--- config.mk ---
export PLATFORM = sky130hd
export DESIGN_NAME = mem_arbiter
export DESIGN_NICKNAME = d
export VERILOG_FILES = /design/src/rtl/mem_arbiter_pkg.sv /design/src/rtl/mem_arb_priority.sv /design/src/rtl/mem_arbiter.sv
export SDC_FILE = /design/constraint.sdc
export NUM_CORES = 1
export LEC_CHECK = 0
export CAP_MARGIN = 20
export CORE_ASPECT_RATIO = 2
export CORE_MARGIN = 3
export CORE_UTILIZATION = 38
export CTS_BUF_LIST = sky130_fd_sc_hd__clkbuf_2 sky130_fd_sc_hd__clkbuf_4 sky130_fd_sc_hd__clkbuf_8
export CTS_CLUSTER_DIAMETER = 120
export DETAILED_ROUTE_END_ITERATION = 8
export GPL_TIMING_DRIVEN = 0
export PLACE_DENSITY = 0.71
export REMOVE_ABC_BUFFERS = 1
export SLEW_MARGIN = 10
export SYNTH_ARGS = -nofsm -noshare
export SYNTH_HDL_FRONTEND = slang
export SYNTH_HIERARCHICAL = 1
export SYNTH_SLANG_ARGS = --single-unit
--- constraint.sdc ---
create_clock -name clk -period 2.1 [get_ports clk]
set_input_delay 0.42 -clock clk [delete_from_list [all_inputs] [get_ports clk]]
set_output_delay 0.42 -clock clk [all_outputs]
set_load 0.02 [all_outputs]
--- src/rtl/mem_arbiter_pkg.sv ---
// Shared definitions for the CPU/loader memory arbiter.
package mem_arbiter_pkg;

  // Default cap on back-to-back loader grants while the CPU is waiting.
  localparam int LDR_MAX_BURST_DEF = 16;

  typedef enum logic [1:0] {
    IDLE    = 2'd0,
    CPU_ACC = 2'd1,
    LDR_ACC = 2'd2,
    DONE    = 2'd3
  } arb_state_e;

  typedef enum logic {
    OWN_CPU = 1'b0,
    OWN_LDR = 1'b1
  } owner_e;

endpackage

--- src/rtl/mem_arb_priority.sv ---
// Grant decision between CPU and loader, with the loader burst limiter.
// The loader normally wins; after LDR_MAX_BURST loader grants taken while
// the CPU was waiting, the CPU gets the next slot.
module mem_arb_priority
  import mem_arbiter_pkg::*;
#(
  parameter int LDR_MAX_BURST = LDR_MAX_BURST_DEF,
  localparam int CNT_W = $clog2(LDR_MAX_BURST + 1)
) (
  input  logic clk,
  input  logic rst_n,
  input  logic idle,
  input  logic cpu_req,
  input  logic ldr_req,
  output logic grant_cpu,
  output logic grant_ldr
);

  localparam logic [CNT_W-1:0] MAX_CNT = CNT_W'(LDR_MAX_BURST);

  logic [CNT_W-1:0] burst_cnt_q, burst_cnt_d;
  logic             at_max;

  // Grant selection and burst counter next value; only IDLE cycles matter.
  always_comb begin
    at_max      = (burst_cnt_q == MAX_CNT);
    grant_ldr   = idle && ldr_req && !(cpu_req && at_max);
    grant_cpu   = idle && cpu_req && !grant_ldr;
    burst_cnt_d = burst_cnt_q;
    if (idle) begin
      if (!cpu_req || grant_cpu) begin
        burst_cnt_d = '0;
      end else if (grant_ldr && !at_max) begin
        burst_cnt_d = burst_cnt_q + CNT_W'(1);
      end
    end
  end

  // Burst counter register.
  always_ff @(posedge clk or negedge rst_n) begin
    if (!rst_n) burst_cnt_q <= '0;
    else        burst_cnt_q <= burst_cnt_d;
  end

endmodule

--- src/rtl/mem_arbiter.sv ---
// Two-requester (CPU, loader) single-port memory arbiter.
// Each access takes IDLE -> *_ACC (one strobe cycle) -> DONE (ack) -> IDLE.
module mem_arbiter
  import mem_arbiter_pkg::*;
#(
  parameter int ADDR_W        = 8,
  parameter int DATA_W        = 8,
  parameter int LDR_MAX_BURST = LDR_MAX_BURST_DEF
) (
  input  logic              clk,
  input  logic              rst_n,
  input  logic              cpu_req,
  input  logic              cpu_we,
  input  logic [ADDR_W-1:0] cpu_addr,
  input  logic [DATA_W-1:0] cpu_wdata,
  output logic              cpu_ack,
  output logic [DATA_W-1:0] cpu_rdata,
  input  logic              ldr_req,
  input  logic              ldr_we,
  input  logic [ADDR_W-1:0] ldr_addr,
  input  logic [DATA_W-1:0] ldr_wdata,
  output logic              ldr_ack,
  output logic [DATA_W-1:0] ldr_rdata,
  output logic              mem_rd,
  output logic              mem_wr,
  output logic [ADDR_W-1:0] mem_addr,
  output logic [DATA_W-1:0] mem_wdata,
  input  logic [DATA_W-1:0] mem_rdata,
  output logic              busy
);

  // Request captured at grant; requester changes afterwards are ignored.
  typedef struct packed {
    owner_e            owner;
    logic              we;
    logic [ADDR_W-1:0] addr;
    logic [DATA_W-1:0] wdata;
  } acc_t;

  arb_state_e        state_q, state_d;
  acc_t              lat_q, lat_d;
  logic [DATA_W-1:0] cpu_rdata_q, cpu_rdata_d;
  logic [DATA_W-1:0] ldr_rdata_q, ldr_rdata_d;
  logic              idle, in_acc, grant_cpu, grant_ldr;

  assign idle = (state_q == IDLE);

  mem_arb_priority #(
    .LDR_MAX_BURST(LDR_MAX_BURST)
  ) u_prio (
    .clk       (clk),
    .rst_n     (rst_n),
    .idle      (idle),
    .cpu_req   (cpu_req),
    .ldr_req   (ldr_req),
    .grant_cpu (grant_cpu),
    .grant_ldr (grant_ldr)
  );

  // Next state, grant latching and read-data capture.
  always_comb begin
    state_d     = state_q;
    lat_d       = lat_q;
    cpu_rdata_d = cpu_rdata_q;
    ldr_rdata_d = ldr_rdata_q;
    case (state_q)
      IDLE: begin
        if (grant_ldr) begin
          state_d     = LDR_ACC;
          lat_d.owner = OWN_LDR;
          lat_d.we    = ldr_we;
          lat_d.addr  = ldr_addr;
          lat_d.wdata = ldr_wdata;
        end else if (grant_cpu) begin
          state_d     = CPU_ACC;
          lat_d.owner = OWN_CPU;
          lat_d.we    = cpu_we;
          lat_d.addr  = cpu_addr;
          lat_d.wdata = cpu_wdata;
        end
      end
      CPU_ACC, LDR_ACC: begin
        state_d = DONE;
        if (!lat_q.we) begin
          if (lat_q.owner == OWN_LDR) ldr_rdata_d = mem_rdata;
          else                        cpu_rdata_d = mem_rdata;
        end
      end
      DONE:    state_d = IDLE;
      default: state_d = IDLE;
    endcase
  end

  // State and datapath registers.
  always_ff @(posedge clk or negedge rst_n) begin
    if (!rst_n) begin
      state_q     <= IDLE;
      lat_q       <= '0;
      cpu_rdata_q <= '0;
      ldr_rdata_q <= '0;
    end else begin
      state_q     <= state_d;
      lat_q       <= lat_d;
      cpu_rdata_q <= cpu_rdata_d;
      ldr_rdata_q <= ldr_rdata_d;
    end
  end

  // Outputs decode straight from state so reset clears them at once.
  assign in_acc    = (state_q == CPU_ACC) || (state_q == LDR_ACC);
  assign mem_rd    = in_acc && !lat_q.we;
  assign mem_wr    = in_acc &&  lat_q.we;
  assign mem_addr  = lat_q.addr;
  assign mem_wdata = lat_q.wdata;
  assign cpu_ack   = (state_q == DONE) && (lat_q.owner == OWN_CPU);
  assign ldr_ack   = (state_q == DONE) && (lat_q.owner == OWN_LDR);
  assign cpu_rdata = cpu_rdata_q;
  assign ldr_rdata = ldr_rdata_q;
  assign busy      = !idle;

endmodule

==> results of run 1 <==
[kinds of logic (layout without fill, tap and decap cells)]
| logic type | Yosys count | count (layout) |
|---|---|---|
| AND/OR/NAND/NOR | 47 | 48 |
| multiplexers | 16 | 16 |
| AO/OA/AOI/OAI | 45 | 45 |
| buffers and inverters | 31 | 106 |
| adder cells (fa/ha/maj) | 5 | 5 |
| flip-flops | 41 | 41 |
[state kept, by name, summed over array words and instances (netlist names)]
name / cells
cpu_rdata: 8
lat_q: 2
ldr_rdata: 8
mem_addr: 8
mem_wdata: 8
state_q: 2
u_prio/burst_cnt_q: 5
[worst paths after layout]
kind / end / depth (start not counted) / start / slack, ns
max: mem_wr / 4 / state_q[0]$_DFFE_PN0P_ / 0.11
min reg2reg: ldr_rdata[7]$_DFFE_PN0P_ / 1 / ldr_rdata[7]$_DFFE_PN0P_ / 0.51
min: mem_addr[3]$_DFFE_PN0P_ / 1 / rst_n / 0.06
max in group asynchronous: state_q[0]$_DFFE_PN0P_ / 2 / rst_n / 1.55
max reg2reg: mem_wdata[5]$_DFFE_PN0P_ / 8 / u_prio/burst_cnt_q[0]$_DFFE_PN0P_ / 0.16
min in group clk: ldr_rdata[7]$_DFFE_PN0P_ / 1 / ldr_rdata[7]$_DFFE_PN0P_ / 0.51
[cells in the final DEF (no fill, tap or decap), types with 3 or more instances in the layout]
cell type	count
sky130_fd_sc_hd__buf_4	8
sky130_fd_sc_hd__o32ai_1	15
sky130_fd_sc_hd__inv_1	5
sky130_fd_sc_hd__o22ai_1	17
sky130_fd_sc_hd__clkbuf_8	7
sky130_fd_sc_hd__nor2_1	20
sky130_fd_sc_hd__nor2b_1	3
sky130_fd_sc_hd__clkdlybuf4s50_1	78
sky130_fd_sc_hd__o21ai_0	3
sky130_fd_sc_hd__mux2_2	8
sky130_fd_sc_hd__dfrtp_1	41
sky130_fd_sc_hd__mux2_4	8
sky130_fd_sc_hd__o32ai_2	3
sky130_fd_sc_hd__nand2_1	6
sky130_fd_sc_hd__ha_1	4
[routing by layer]
metal | vias to the layer above | part of all wire, % | wire, um | GRT usage (%)
met5 | - | 0 | 0 | 0
met4 | 0 | 1.2 | 67 | 5.11
met3 | 7 | 4.6 | 246 | 3.15
met2 | 48 | 57 | 3070 | 30.8
met1 | 827 | 37 | 2020 | 19.9
li1 | 815 | - | - | -
[repair_timing]
action / CTS / global route
cloned: 0 / 1
pin swaps: 0 / 1
hold endpoints to repair: 0 / 0
resized for setup: 8 / 13
endpoints found under the setup margin: 26 / 19
buffers inserted: 2 / 7
[cell type report]
cell class                 instances  area (um2)
clock buffer                       7        96.3
clock inverter                     1        8.76
fill                             448        2130
inverter                           5        18.8
multi-input combinational        114         953
sequential                        41        1030
tap                               58        72.6
timing repair buffer              93         926
[worst max-delay path, stage by stage (launching register included)]
cell	delay, ns
sky130_fd_sc_hd__dfrtp_1	0.38
sky130_fd_sc_hd__inv_1	0.14
sky130_fd_sc_hd__ha_1	0.28
sky130_fd_sc_hd__and2_1	0.15
sky130_fd_sc_hd__dlygate4sd2_1	0.32
[power groups by stage]
stage | Clock, mW | Combinational, mW | Sequential [mW]
floorplan | 0 | 1.27 | 1.68
finish | 0.598 | 2.82 | 1.35
CTS | 0.607 | 2.69 | 1.34
detailed placement | 0 | 2.63 | 1.36
global placement | 0 | 2.58 | 1.35
global route | 0.645 | 3.03 | 1.40
==> results by stage, run 1 <==
Status:
- The flow ran to the end, and the final reports show no timing, DRC or antenna violations.

Placed design:
- Timing analysis after detailed placement gives a worst setup slack of -0.869 ns.
- The placed instance area is 2850 um2.
- The congestion estimate from routability-driven global placement came to 0.799.
- The cell total after placement is 301.
- The number of buffers inserted by port buffering is 82.
- The wire-length estimate of the detail-placed layout is 3720 um.

Detailed routing:
- The first routing iteration left 35 violations.
- The first TritonRoute pass finished after 4 iterations.
- The vias per cell is 5.32.
- The count of nets left with antenna violations once routing finished came out at 0.
- The total number of vias is 1697.
- The total routed wirelength is 5400 um.
- The detailed-route DRC error count is 0.
- Dividing the detail-routed wire length by the instance count gives 16.9 um.

Global route:
- After global routing the overflow that remains totals 0.
- The number of global-route vias before repair is 1730.
- The first global-routing pass estimated 8710 um of wire.
- The overall track demand over capacity in global routing is 17.2%.
- Entering global routing, the biggest net connects 25 pins.
- The number of antenna violations at the first check in global routing is 0.

Setup path:
- The type of element capturing the critical path is a primary output.
- The critical path startpoint category is a flop.
- At the worst endpoint, the arrival time is 1.57 ns.
- At the worst endpoint, the required time is 1.68 ns.
- Along the worst path, the maximum fanout reaches 4.
- The path type of the worst setup path is reg -> out.

Logic synthesis:
- By area the synthesized netlist is led by sky130_fd_sc_hd__dfrtp_1, sky130_fd_sc_hd__o32ai_1, sky130_fd_sc_hd__buf_4.
- The complex-gate fraction of the synthesized area is 15.7%.
- For this run, the number of Yosys warnings is 6.
- The leading register cell type out of synthesis is sky130_fd_sc_hd__dfrtp_1.
- Of all flip-flops after synthesis, the portion carrying an async set or reset was 100%.
- After synthesis, the share of cell area in mux cells is 10.0%.
- After Yosys synthesis, full adders, half adders and majority gates account for 2.98% of the synthesized area.
- The top cell type's share of synthesized area is 48.9%.
- The dominant cell by count in the synthesized netlist is sky130_fd_sc_hd__dfrtp_1.
- The fraction of synthesized cell area in xor and xnor cells is 0%.
- The count of flip-flops with a built-in enable after synthesis is 0.
- The average cell area after synthesis is 11.3 um2.
- After synthesis, the most frequently instantiated cells are sky130_fd_sc_hd__dfrtp_1, sky130_fd_sc_hd__nor2_1, sky130_fd_sc_hd__o32ai_1, sky130_fd_sc_hd__o22ai_1, sky130_fd_sc_hd__buf_4.
- In this run the cell area of the synthesized design comes to 2100 um2.
- The proportion of synthesized chip area in sequential cells is 48.9%.
- The largest family of logic cells by synthesized area is compound AO/OA/AOI/OAI gates.
- The flip-flop and latch count after synthesis is 41.
- The top cell type by total area after synthesis is sky130_fd_sc_hd__dfrtp_1.
- In this run, distinct cell masters in the synthesized netlist total 33.
- The simple logic cell fraction of the synthesized area is 12.6%.
- The gate count of the mapped netlist is 185.

CTS:
- The later pin in the worst-skew pair is clocked with a latency of 0.30 ns.
- The number of buffers inserted during clock tree synthesis is 5.
- In this run, post-CTS hold repair placed 0 buffers.
- The root buffer cell chosen for the clock tree is sky130_fd_sc_hd__clkbuf_8.
- Clock tree synthesis found a total of 41 sinks.
- The clock tree from TritonCTS is done.
- The number of buffers on the longest clock path is 2.
- After clock tree synthesis, the clock-pin slew on the worst setup and hold paths is 0.08 ns.
- The H-tree was split into 2 levels.

Hold path:
- The worst hold-check path type is in -> async.

Timing:
- Based on the critical path, the design can be clocked at up to 502 MHz.
- For the final database, setup skew stands at 0.00717 ns.
- The count of endpoints failing setup in the final report is 0.
- The final clock period utilization by the worst path is 94.9%.
- The smallest clock period supported by the final layout is computed as 1.99 ns.
- The number of hold-slack violations in the final timing report is 0.
- Setup repair after global routing left no endpoint under its margin.
- At the pin with the least slew margin, the transition time is 0.477 ns.
- Final hold analysis gives a worst-case slack of 0.0636 ns.
- The final count of pins violating max slew is 0.
- The final-layout setup total negative slack is 0 ns.
- The worst slew margin relative to its limit is 68.2%.
- The smallest setup slack after layout is 0.108 ns.

Pwr:
- For this design the total switching power over the nets is 1.84 mW.
- The internal portion of the total power is 2.93 mW.
- Power spread over the standard cell area amounts to 1540 nW/um2.
- Per report_power, the combinational group accounts for 59.2% of the total.
- The design draws 4.77 mW.
- Across the VDD grid, the largest voltage drop is 0.000949 V.
- In this run switching power makes up 38.5% of total power.
- The portion of total power attributed to the clock network is 12.5%.
- The sequential power share is 28.3%.
- The static leakage is 1.32 nW.

Cells and area:
- Cells with a size suffix above 1 make up 20.3% of the layout.
- The layout-stage area growth over the synthesis result is 47.8%.
- The antenna diode count is 0.
- The final cell area excluding filler cells is 3100 um2.
- The number of nets at the end of the flow is 311.
- The non-filler instance count after layout is 319.
- The share of the core filled with cells is 59.3%.

Floorplanning:
- For this configuration, the core starts out at a cell density of 40.1%.
- Pin placement for this block handled 83 I/O pins.
- After floorplanning, the core was divided into 37 placement rows.
- From left edge to right edge, the die measures 58.5 um.
- The die height is 111 um.
- After floorplanning, the core was sized to cover 5230 um2.
- The die covers 6500 um2.

Run:
- Across the run, the number of max-cap violations was 0.
(Power assumes the default switching activity.)
==> run 2: changes to the inputs <==
--- a/config.mk
+++ b/config.mk
@@ -14,7 +14,6 @@
 export DETAILED_ROUTE_END_ITERATION = 8
 export GPL_TIMING_DRIVEN = 0
 export PLACE_DENSITY = 0.71
-export REMOVE_ABC_BUFFERS = 1
 export SLEW_MARGIN = 10
 export SYNTH_ARGS = -nofsm -noshare
 export SYNTH_HDL_FRONTEND = slang
==> run 2 against run 1 <==
  * Via count rose by 3.1%
  * First-iteration DRC count grew 14%
  * Clock-buffer cell count did not move
  * Global-route usage fell by 0.32 points
  * Critical path depth did not move
  * Hold slack barely moved
==> results by stage, run 2 (same netlist as run 1, synthesis figures left out) <==
Detailed routing:
- The post-detailed-route count of antenna-violating nets is 0.
- Using the TritonRoute via totals, the vias-per-cell ratio works out to 5.22.
- In the routed design, unresolved DRC markers number 0.
- The total number of vias is 1749.
- The total routed wirelength is 5210 um.
- The DRC violation total after the first TritonRoute iteration is 40.
- The wire length per cell is 15.6 um.
- The first TritonRoute pass finished after 4 iterations.

CTS:
- In this run, CTS created clock tree buffers numbering 5.
- The clock tree synthesis step divided the H-tree into 2 levels.
- Counting every sink on the clock net gives 41.
- TritonCTS built the clock tree.
- The longest clock path from root to sink contains 2 buffers.
- The later pin in the worst-skew pair is clocked with a latency of 0.28 ns.
- The number of hold buffers added after CTS is 0.
- Clock-pin slew was measured on the worst setup and hold paths at 0.07 ns.
- The tree is rooted in a sky130_fd_sc_hd__clkbuf_8.

Setup path:
- For flop-to-flop paths, the worst setup slack is 0.12 ns.
- The startpoint of the lowest-slack register-to-register path is u_prio/burst_cnt_q[0]$_DFFE_PN0P_.
- The critical path startpoint category is a flop.
- Measured in cells, the most critical reg-to-reg path has a length of 9.
- STA puts the critical path data arrival time at 1.58 ns.
- The type of element capturing the critical path is a primary output.
- The launch point of the worst path is state_q[0]$_DFFE_PN0P_.
- In this run the worst path has a maximum fanout of 3.
- In this run the critical register-to-register path is captured at mem_wdata[7]$_DFFE_PN0P_.
- The endpoint of the most critical setup path is busy.
- For the worst setup path, the data required time is 1.68 ns.
- The worst setup path is of the reg -> out kind.

Global route:
- Entering global routing, the biggest net connects 27 pins.
- The overall track demand over capacity in global routing is 16.9%.
- The overflow left after global routing is 0.
- The number of global-route vias before repair came to 1838.
- The number of antenna violations at the first check in global routing came to 0.
- The first global-routing pass estimated 8580 um of wire.

Cells and area:
- Fill cells in the final layout number 455.
- The number of nets at the end of the flow is 328.
- The layout cell share with drive strength beyond 1 is 24.5%.
- Registers take 1030 um2.
- The number of antenna diodes in the final layout is 0.
- The most frequent standard cell in the layout excluding fill and tap cells is sky130_fd_sc_hd__clkdlybuf4s50_1.
- The library cells used most frequently in the layout, excluding fill and tap cells, are sky130_fd_sc_hd__clkdlybuf4s50_1, sky130_fd_sc_hd__dfrtp_1, sky130_fd_sc_hd__buf_4.
- Relative to the synthesized area, the layout overhead comes to 50.7%.
- The multi-input combinational cells in the finished layout cover a total of 910 um2.

Floorplanning:
- The top-level port count is 83.
- In this run the standard cell core region covers 5230 um2.
- For this configuration, the core starts out at a cell density of 40.1%.
- The standard-cell row count is 37.
- The die covers 6500 um2.
- The die height is 111 um.
- Measured along the x axis, the die boundary spans 58.5 um.

Timing:
- The final count of pins violating max slew was 0.
- Setup repair after global routing could not meet its margin everywhere.
- The worst clock skew is 0.00503 ns.
- The hold slack is 0.0636 ns.
- The final critical-path required period is 2.00 ns.
- For the pin with the worst max-slew slack, the measured transition is 0.414 ns.
- Static timing analysis puts the maximum clock frequency at 499 MHz.
- Setup violations remaining at the end of the flow were counted as 0.
- The number of hold-slack violations in the final timing report is 0.
- The worst slew margin relative to its limit is 72.4%.
- The final clock period utilization by the worst path is 95.4%.

Pwr:
- VDD sags by at most 0.00104 V.
- The power density over cell area is 1500 nW/um2.
- For this design the static power due to leakage is 1.39 nW.
- The sum of internal, switching and leakage power is 4.74 mW.

Run:
- Max-cap violations in this run came to 0.

Logic synthesis:
- The post-synth net total is 236.

Placed design:
- The global placer's final weighted congestion is 0.787.
- The number of buffers inserted by port buffering is 82.
- The half-perimeter wire length after detailed placement is 3990 um.

Hold path:
- The tightest min-delay check is of the in -> async type.

Status:
- The run finished with clean final reports.
[run 2: cell types whose count changed in the layout (fill, tap and decap cells not counted), sizes merged]
cell,change
buf,+17
dlygate4sd2,+1
inv,-1
dlymetal6s2s,-1
clkdlybuf4s50,+1
or2,-1
[run 2: cell type report]
class                   count  share of cell area, %
clock buffers               7                   2.85
flip-flops and latches     41                   32.4
well taps                  58                   2.30
plain buffers              25                   5.98
multi-input cells         113                   28.8
repair buffers             86                   27.1
inverters                   5                  0.594
[run 2: repair_timing]
| action | in CTS | in global routing |
|---|---|---|
| setup endpoints to repair | 11 | 11 |
| gates resized for setup | 3 | 15 |
| buffers inserted | 1 | 2 |
| pin swaps | 0 | 1 |
[run 2: per-stage QoR]
| step | setup WS, ns | cells | instance area (um2) | util (%) | TNS, ns |
|---|---|---|---|---|---|
| floorplan | 0.188 | 185 | 2100 | - | 0 |
| global placement | -0.507 | 325 | 2990 | 57.2 | -21.68 |
| detailed placement | -0.119 | 326 | 3010 | 57.5 | -0.877 |
| CTS | 0.00416 | 334 | 3100 | 59.3 | 0 |
| global route | -0.0295 | 335 | 3160 | 60.4 | -0.159 |
| finish | 0.0974 | 335 | 3160 | 60.4 | 0 |
[run 2: worst min path at each step]
| stage | slack (ns) | end | depth (start not counted) | start |
|---|---|---|---|---|
| floorplan | 0.12 | cpu_rdata[0]$_DFFE_PN0P_ | 0 | rst_n |
| global placement | 0.49 | ldr_rdata[3]$_DFFE_PN0P_ | 1 | ldr_rdata[3]$_DFFE_PN0P_ |
| detailed placement | 0.38 | u_prio/burst_cnt_q[2]$_DFFE_PN0P_ | 1 | rst_n |
| CTS | 0.07 | u_prio/burst_cnt_q[2]$_DFFE_PN0P_ | 1 | rst_n |
| global route | 0.07 | u_prio/burst_cnt_q[2]$_DFFE_PN0P_ | 1 | rst_n |
| finish | 0.06 | u_prio/burst_cnt_q[2]$_DFFE_PN0P_ | 1 | rst_n |
[run 2: layer usage]
layer | wire length, um | up-vias | global-route usage, %
met1 | 1870 | 834 | 18.5
met3 | 249 | 10 | 3.03
met4 | 144 | 0 | 7.28
met5 | 0 | - | 0
met2 | 2950 | 58 | 30.2
li1 | - | 847 | -
[run 2: power breakdown]
part	total (mW)	switching, mW	internal, mW	leakage (nW)
registers	1.35	0.224	1.13	0.523
logic	2.87	1.28	1.58	0.824
clock network	0.522	0.248	0.274	0.0477
total	4.74	1.76	2.98	1.39
[run 2: critical path, cell delays in order (launching register included)]
cell,delay [ns]
sky130_fd_sc_hd__dfrtp_1,0.35
sky130_fd_sc_hd__inv_1,0.07
sky130_fd_sc_hd__ha_1,0.21
sky130_fd_sc_hd__inv_1,0.07
sky130_fd_sc_hd__clkdlybuf4s50_1,0.60
